--- src/rtl/sram_async_ctrl.sv ---
// sram_async_ctrl: sequences single-cycle CPU bus requests into timed
// asynchronous SRAM read/write cycles (address setup, strobe width, hold).
// Every SRAM-side output comes straight from a flop, so nothing on the pins
// depends combinationally on req.
// Optional macro SRAM_BANK_EN adds a 3-bit bank register that drives
// sram_addr[18:16]. Without it, those address bits are tied to 0.
module sram_async_ctrl #(
   parameter int WR_CYCLES = 2,
   parameter int RD_CYCLES = 2
) (
   input  logic        clk,
   input  logic        reset,
   input  logic        req,
   input  logic        we,
   input  logic [15:0] addr,
   input  logic [7:0]  wdata,
   output logic [7:0]  rdata,
   output logic        ack,
   output logic        busy,
   output logic [18:0] sram_addr,
   output logic        sram_ce_n,
   output logic        sram_we_n,
   output logic        sram_oe_n,
   output logic        sram_dq_oe,
   output logic [7:0]  sram_dq_out,
   input  logic [7:0]  sram_dq_in
`ifdef SRAM_BANK_EN
   ,
   input  logic        bank_we,
   input  logic [2:0]  bank_wdata
`endif
);

   // Out-of-range cycle counts are clamped to what the 4-bit counter can sequence.
   localparam int WR_C = (WR_CYCLES < 1) ? 1 : (WR_CYCLES > 15) ? 15 : WR_CYCLES;
   localparam int RD_C = (RD_CYCLES < 1) ? 1 : (RD_CYCLES > 15) ? 15 : RD_CYCLES;
   localparam logic [3:0] WR_LOAD = 4'(WR_C - 1);
   localparam logic [3:0] RD_LOAD = 4'(RD_C - 1);

   typedef enum logic [2:0] {IDLE, SETUP, WPULSE, WHOLD, RWAIT} state_t;

   state_t      state_q;
   logic [3:0]  cnt_q;
   logic        wr_q;
   logic [18:0] addr_q;
   logic [7:0]  dout_q;
   logic [7:0]  rdata_q;
   logic        ack_q, busy_q;
   logic        ce_n_q, we_n_q, oe_n_q, dq_oe_q;
   logic [2:0]  bank_d;

`ifdef SRAM_BANK_EN
   logic [2:0] bank_q;

   // Bank register: writable in any state. A request accepted on the same edge
   // sees the old value, because it samples bank_q before this update lands.
   always_ff @(posedge clk or posedge reset) begin
      if (reset)        bank_q <= 3'd0;
      else if (bank_we) bank_q <= bank_wdata;
   end

   assign bank_d = bank_q;
`else
   assign bank_d = 3'd0;
`endif

   // Transfer FSM. Strobes, address and data are registered here; the counter
   // times both WPULSE and RWAIT.
   always_ff @(posedge clk or posedge reset) begin
      if (reset) begin
         state_q <= IDLE;
         cnt_q   <= 4'd0;
         wr_q    <= 1'b0;
         addr_q  <= 19'd0;
         dout_q  <= 8'd0;
         rdata_q <= 8'd0;
         ack_q   <= 1'b0;
         busy_q  <= 1'b0;
         ce_n_q  <= 1'b1;
         we_n_q  <= 1'b1;
         oe_n_q  <= 1'b1;
         dq_oe_q <= 1'b0;
      end else begin
         ack_q <= 1'b0;
         case (state_q)
            IDLE: if (req) begin
               state_q <= SETUP;
               wr_q    <= we;
               addr_q  <= {bank_d, addr};
               dout_q  <= wdata;
               busy_q  <= 1'b1;
               ce_n_q  <= 1'b0;
               // Reads enable the SRAM output; writes drive the bus. Never both.
               if (we) dq_oe_q <= 1'b1;
               else    oe_n_q  <= 1'b0;
            end
            SETUP: begin
               if (wr_q) begin
                  state_q <= WPULSE;
                  we_n_q  <= 1'b0;
                  cnt_q   <= WR_LOAD;
               end else begin
                  state_q <= RWAIT;
                  cnt_q   <= RD_LOAD;
               end
            end
            WPULSE: begin
               if (cnt_q == 4'd0) begin
                  state_q <= WHOLD;
                  we_n_q  <= 1'b1;
               end else begin
                  cnt_q <= cnt_q - 4'd1;
               end
            end
            WHOLD: begin
               // Data was held through the we_n rising edge. Release the bus now.
               state_q <= IDLE;
               ce_n_q  <= 1'b1;
               dq_oe_q <= 1'b0;
               ack_q   <= 1'b1;
               busy_q  <= 1'b0;
            end
            RWAIT: begin
               if (cnt_q == 4'd0) begin
                  state_q <= IDLE;
                  rdata_q <= sram_dq_in;
                  ce_n_q  <= 1'b1;
                  oe_n_q  <= 1'b1;
                  ack_q   <= 1'b1;
                  busy_q  <= 1'b0;
               end else begin
                  cnt_q <= cnt_q - 4'd1;
               end
            end
            default: state_q <= IDLE;
         endcase
      end
   end

   assign rdata       = rdata_q;
   assign ack         = ack_q;
   assign busy        = busy_q;
   assign sram_addr   = addr_q;
   assign sram_ce_n   = ce_n_q;
   assign sram_we_n   = we_n_q;
   assign sram_oe_n   = oe_n_q;
   assign sram_dq_oe  = dq_oe_q;
   assign sram_dq_out = dout_q;

endmodule

--- config.mk ---
export PLATFORM = sky130hd
export DESIGN_NAME = sram_async_ctrl
export DESIGN_NICKNAME = d
export VERILOG_FILES = /design/src/rtl/sram_async_ctrl.sv
export SDC_FILE = /design/constraint.sdc
export NUM_CORES = 1
export LEC_CHECK = 0
export CAP_MARGIN = 0
export CORE_MARGIN = 3
export CORE_UTILIZATION = 48
export CTS_CLUSTER_DIAMETER = 60
export DETAILED_ROUTE_END_ITERATION = 10
export GPL_TIMING_DRIVEN = 0
export PLACE_DENSITY = 0.85
export SYNTH_ARGS = -nofsm -noshare
export SYNTH_HDL_FRONTEND = slang
export SYNTH_SLANG_ARGS = --single-unit
--- constraint.sdc ---
create_clock -name clk -period 4.64 [get_ports clk]
set_clock_uncertainty 0.2 [all_clocks]
set_input_delay 0.696 -clock clk [delete_from_list [all_inputs] [get_ports clk]]
set_output_delay 0.696 -clock clk [all_outputs]
set_load 0.02 [all_outputs]
==> results of run 1 <==
## sequential cells by signal, summed over array words and instances (netlist names), 3 cells and up
name,count
sram_addr,16
rdata,8
state_q,3
sram_dq_out,8
cnt_q,4
## worst paths after layout
check,startpoint,to,slack [ns]
max in group asynchronous,reset,sram_oe_n,3.26
min in group asynchronous,reset,rdata[5],0.45
min,sram_dq_out[3],sram_dq_out[3],0.31
min reg2reg,sram_dq_out[3],sram_dq_out[3],0.31
max,sram_ce_n,sram_ce_n,2.29
max reg2reg,cnt_q[0],cnt_q[1],2.46
## layout by cell type (no fill, tap or decap), types with 2 or more instances in the layout
cell type and instances:
nand2b_1 2, a22oi_1 2, dfstp_2 3, clkdlybuf4s50_1 73, mux2_4 8, buf_4 6
inv_1 5, a22o_1 2, clkbuf_1 4, o21ai_0 5, o211ai_1 2, mux2_2 25
ha_1 2, nor2_1 6, a31oi_1 4, nor3_1 2, nor2b_1 6, nand2_1 7
dfrtp_1 43, conb_1 3, clkbuf_8 7, a21oi_1 6, nor3b_1 4, inv_2 2
## cell type report
cell class	count	area (um2)
inverter	7	26.3
fill	291	1080
timing repair buffer	74	751
multi-input combinational	106	882
buffer	13	80.1
clock buffer	7	96.3
sequential	46	1150
clock inverter	1	8.76
tap	50	62.6
## through the flow
step | hold slack (ns) | setup WS, ns | total power, W
floorplan | 0.322 | 2.59 | 0.00147
finish | 0.308 | 2.29 | 0.00222
global route | 0.320 | 2.25 | 0.00237
global placement | 0.288 | 1.73 | 0.00192
detailed placement | 0.290 | 2.09 | 0.00196
CTS | 0.315 | 2.28 | 0.00224
## per-layer routing
metal,wire length (um),up-vias
li1,-,767
met1,2030,802
met2,2250,68
met3,399,5
met4,29,0
met5,0,-
## power by group through the flow
stage | sequential, W | clock, W | combinational [W]
3_3_place_gp | 0.000733 | 0 | 0.00119
2_1_floorplan | 0.000936 | 0 | 0.000532
3_5_place_dp | 0.000749 | 0 | 0.00121
6_report | 0.000741 | 0.000269 | 0.00121
5_1_grt | 0.000772 | 0.000300 | 0.00130
4_1_cts | 0.000742 | 0.000280 | 0.00122
## kinds of logic (layout without fill, tap and decap cells)
family                   after synthesis  in the layout  synth area share (%)
flip-flops                            46             46                  54.1
AND/OR/NAND/NOR                       36             36                  10.4
multiplexers                          33             33                  18.8
AO/OA/AOI/OAI                         30             30                  9.55
buffers and inverters                 20            102                  4.98
adder cells (fa/ha/maj)                3              3                  1.64
other                                  1              3                 0.176
XOR/XNOR                               1              1                 0.410
## worst register-to-register path: cells and delay by family (launching register included)
family          cells  cell delay, ns
compound gates      2            0.53
flops               1            0.47
simple gates        1            0.35
buf+inv             2            0.32
fa+ha+maj           1            0.23
==> summary.md, run 1 <==
| Metric | Value |
|---|---|
| Static leakage | 1.30 nW |
| Count of state elements after synthesis | 46 |
| Worst Path Buf+Inv | 1 |
| Library cells used by synthesis | 45 |
| DR pass1 iterations | 4 |
| Share of layout cells above drive strength 1 | between 20% and 30% |
| Largest net degree at the start of global routing | 36 |
| HPWL Detailed | approximately 3600 um |
| CP Class | flop to output port |
| Placed cell area | about 3000 um2 |
| Mapped Area | around 2100 um2 |
| Worst Hold Depth | 1 |
| Clk buf depth | 2 |
| Avg WL per Cell | approximately 15 um |
| Max-slew headroom | between 50% and 60% |
| Area share of the largest cell type after synthesis | 50.4% |
| Initial antenna violation count | 0 |
| Int Power | around 0.0014 W |
| Pwr/cell area | ~720 nW/um2 |
| Sequential area share after synthesis | between 50% and 60% |
| Crit-path slowest cell | clkdlybuf4s50_1 |
| Number of H-tree levels | 2 |
| Top-count cell post-synth | dfrtp_1 |
| CP Capture Type | output port |
| Top post-synthesis cells by area | dfrtp_1 50%, mux2_2 13%, mux2_4 5.6%, dfstp_2 3.7%, buf_4 2.1% |
| Crit Path Max Fanout | 4 |
| Starting DRT DRC Count | 71 |
| Synth top cells by count | 43 x dfrtp_1, 25 x mux2_2, 8 x mux2_4, 7 x nand2_1 |
| Root buf cell | clkbuf_8 |
| Cell family with most CP delay | buffers and inverters |
| Reg clk slew, reported paths | 0.08 ns |
| Worst setup SP type | flop |
| Min cycle time layout | between 2 and 2.5 ns |
| RSZ-0062 raised after global routing | false |
| Num CTS Buffers | 5 |
| WP depth | 1 |
| Vias per cell | between 5 and 6 |
| Post-route ant nets | 0 |
| Period utilization | approximately half |
| Critical Path Max Stage Delay | ~0.60 ns |
| Comb power frac | a little over half |
| Design Area, Final | around 3000 um2 |
| Mean Syn Cell Area | around 13 um2 |
| VDD IR max | around 0.00032 V |
| GR Overflow Total | 0 |
| Critical path cell sequence | clkdlybuf4s50_1 |
| Ys Warns | 0 |
| Vias | around 1600 |
| Post-synth EDFFs | 0 |
| Die ar. | roughly 5300 um2 |
| Worst Path Arrival | ~1.5 ns |
| Mapped Cells | 170 |
| Vias in the first global route | around 1600 |
| Max Cap Violations | 0 |
| Area grow syn2layout | 43.4% |
| Status | finished, final reports clean |
| Clock sinks | 46 |
| First-pass GRT wire length | around 7800 um |
| Ys flop type | dfrtp_1 |
| Most used routing layer | met2 |
| Die height | slightly above 70 um |
| Placed cell count | 296 |
| Max Fclk | 0.425 GHz |
| TNS Setup | 0 ns |
| GRT met1 Usage | a little over a quarter |
| Final setup viols | 0 |
| Met2 Use GR | between 20% and 30% |
| Sw Ratio | between 30% and 40% |
| Grt met3 use | approximately 5.6% |
| Global-route usage over all layers | between 10% and 20% |
| Residual DRC count | 0 |
| Clock share of power | 12.1% |
| Routed wire length | between 4000 and 5000 um |
| Clock Latency Late Sink | 0.29 ns |
| Slew @ Worst Pin | 0.748 ns |
| # IOs | between 70 and 80 |
| NumNets Final | approximately 290 |
| N_diodes | 0 |
| Width of the die | 72.7 um |
| Sw Pwr | around 0.00084 W |
| Final slew viol count | 0 |
| Placer congestion estimate | approximately 0.85 |
| Total core area | a little over 4000 um2 |
| Starting Density | roughly half |
| IO Port Bufs | 73 |
| Fin. Hold Viols | 0 |
| Post-CTS Resized | 0 |
| Cell Count, Final, Fillers Out | slightly above 300 |
| Worst reg-to-reg path cell count | 6 |
| Hold buffer count at cts | 0 |
| Post CTS Setup Buffer Count | 0 |
| Top cell type by total area after synthesis | dfrtp_1 |
| Register share of total power | between 30% and 40% |
| Rows | 23 |
| Ys async rst share | 100% |
| CTS tree | yes |
| Final Core Density | approximately three quarters |
| Hold crit path type | flop to flop |
| Worst EP required | 3.74 ns |
Power figures use the tool's default switching activity.
==> inputs of run 2 (changes only) <==
Settings changed: CORE_UTILIZATION 48 to 44, PLACE_DENSITY 0.85 to 0.79.
Clock period 4.64 ns to 2.5 ns, I/O delays scaled along.
==> run 2 against run 1 <==
- sequential share of layout area increased by 0.20 points
- flip-flop and latch count unchanged
- register-to-register slack got worse by 2.1 ns
- critical path type is now flop to flop
- highest routed layer unchanged
==> summary.md, run 2 (synthesized netlist as in run 1, its figures left out) <==
| Metric | Value |
|---|---|
| Initial antenna violation count | 0 (unchanged) |
| VDD IR max | 0.000682 V (was 0.000324 V) |
| Multi-input logic area | 882 um2 (unchanged) |
| RSZ-0062 raised after global routing | false (unchanged) |
| Sequential cell area | 1150 um2 (unchanged) |
| Area grow syn2layout | 42.6% (was 43.4%) |
| Pre-CTS setup slack | 0.298 ns (was 2.09 ns) |
| Routed wire length | 4670 um (was 4710 um) |
| Worst EP required | 2.48 ns (was 3.74 ns) |
| Total core area | 4500 um2 (was 4140 um2) |
| Die height | 75.7 um (was 72.7 um) |
| TNS Setup | 0 ns (unchanged) |
| GR Overflow Total | 0 (unchanged) |
| Max-slew headroom | 47.0% (was 50.0%) |
| Cell Count, Final, Fillers Out | 306 (was 304) |
| Flip-flop count of the largest register after layout | 16 (unchanged) |
| Slew @ Worst Pin | 0.793 ns (was 0.748 ns) |
| Period utilization | between 80 and 90% |
| Hold WS | 0.146 ns (was 0.308 ns) |
| IO Port Bufs | 73 (unchanged) |
| First-pass GRT wire length | 7380 um (was 7770 um) |
| CP Class | flop to flop (was flop to output port) |
| Max Cap Violations | 0 (unchanged) |
| Die ar. | 5730 um2 (was 5290 um2) |
| Placed cell count | 298 (was 296) |
| Post-route ant nets | 0 (unchanged) |
| Number of H-tree levels | 2 (unchanged) |
| Crit Path Max Fanout | 9 (was 4) |
| Avg WL per Cell | 15.3 um (was 15.5 um) |
| Post-CTS Resized | 0 (unchanged) |
| Hold buffer count at cts | 0 (unchanged) |
| # IOs | 77 (unchanged) |
| Hold crit path type | input port to asynchronous set/reset pin (was flop to flop) |
| N_diodes | 0 (unchanged) |
| CP Capture Type | flop (was output port) |
| Clock sinks | 46 (unchanged) |
| Vias | 1638 (was 1642) |
| Fin. Hold Viols | 0 (unchanged) |
| DR pass1 iterations | 4 (unchanged) |
| Clock Latency Late Sink | 0.29 ns (about the same) |
| Largest net degree at the start of global routing | 36 (unchanged) |
| NumNets Final | 291 (unchanged) |
| Fillers | 371 (was 291) |
| Vias in the first global route | 1557 (was 1619) |
| Starting DRT DRC Count | 72 (was 71) |
| HPWL Detailed | 3520 um (was 3570 um) |
| Num CTS Buffers | 5 (unchanged) |
| Worst setup SP type | flop (unchanged) |
| Final setup viols | 0 (unchanged) |
| Root buf cell | clkbuf_8 (unchanged) |
| Clk buf depth | 2 (unchanged) |
| Width of the die | 75.7 um (was 72.7 um) |
| Global-route usage over all layers | 17.1% (was 18.6%) |
| Share of layout cells above drive strength 1 | 22.4% (was 22.8%) |
| Placer congestion estimate | 0.855 (was 0.850) |
| Status | finished, final reports clean (unchanged) |
| Post CTS Setup Buffer Count | 0 (unchanged) |
| Vias per cell | 5.35 (was 5.40) |
| Residual DRC count | 0 (unchanged) |
| Commonest non-fill, non-tap cell in the layout | clkdlybuf4s50_1 (unchanged) |
| Max Fclk | between 0.4 and 0.5 GHz |
| Min cycle time layout | 2.15 ns |
| Pwr/cell area | 1330 nW/um2 (was 724 nW/um2) |
| Commonest cells after routing, fill and taps aside | 73 x clkdlybuf4s50_1, 43 x dfrtp_1, 25 x mux2_2, 8 x mux2_4, 7 x nand2_1 (was 73 x clkdlybuf4s50_1, 43 x dfrtp_1, 25 x mux2_2, 8 x mux2_4) |
| Rows | 24 (was 23) |
| Starting Density | 47.4% (was 51.5%) |
| Reg clk slew, reported paths | 0.08 ns (about the same) |
| Final slew viol count | 0 (unchanged) |
| Static leakage | 1.29 nW (was 1.30 nW) |
| Setup ws final | 0.349 ns (was 2.29 ns) |
| Worst Path Arrival | 2.13 ns (was 1.45 ns) |
| CTS tree | yes (unchanged) |
## run 2: cell count changes in the layout (fill, tap and decap cells not counted)
cell and delta:
clkbuf_1 +1, clkbuf_8 -2, clkinv_2 +1
## run 2: through the flow
stage	cell area [um2]	power [W]	util, %
6_report	3050	0.00406	67.6
5_1_grt	3050	0.00433	67.6
4_1_cts	3050	0.00409	67.6
3_5_place_dp	2960	0.00364	65.7
3_3_place_gp	2940	0.00357	65.3
2_1_floorplan	2140	0.00272	-
## run 2: worst paths after layout
path / start / end / slack [ns] / cells after the start
worst max-delay path: cnt_q[0] / rdata[7] / 0.35 / 6
worst min-delay path: reset / rdata[0] / 0.15 / 2
worst max register to register: cnt_q[0] / rdata[7] / 0.35 / 6
worst min register to register: sram_dq_out[3] / sram_dq_out[3] / 0.31 / 1
max in group asynchronous: reset / sram_we_n / 1.41 / 3
min in group clk: sram_dq_out[3] / sram_dq_out[3] / 0.31 / 1
## run 2: power by group
group	internal [W]	switching, W
Combinational	0.00118	0.00107
Clock	0.000197	0.000247
Sequential	0.00113	0.000234
Total	0.00251	0.00155
## run 2: per-layer routing
| layer | wire length [um] | part of all wire (%) | global-route usage [%] |
|---|---|---|---|
| met5 | 0 | 0 | 0 |
| met4 | 57 | 1.2 | 7.57 |
| met3 | 343 | 7.3 | 4.35 |
| met2 | 2150 | 46 | 25.8 |
| met1 | 2120 | 45 | 23.4 |
## run 2: area by class of cell
class | count | area share, %
Multi-Input combinational cell | 106 | 29.0
Inverter | 7 | 0.863
Clock buffer | 6 | 2.38
Tap cell | 52 | 2.14
Clock inverter | 2 | 0.452
Sequential cell | 46 | 37.9
Timing Repair Buffer | 74 | 24.7
Buffer | 13 | 2.63
## run 2: worst max-delay path, stage by stage (launching register included)
cell and delay (ns):
dfrtp_1 0.46, inv_1 0.11, ha_1 0.22, nand2b_4 0.07
or4b_1 0.51, buf_6 0.17, mux2_4 0.30
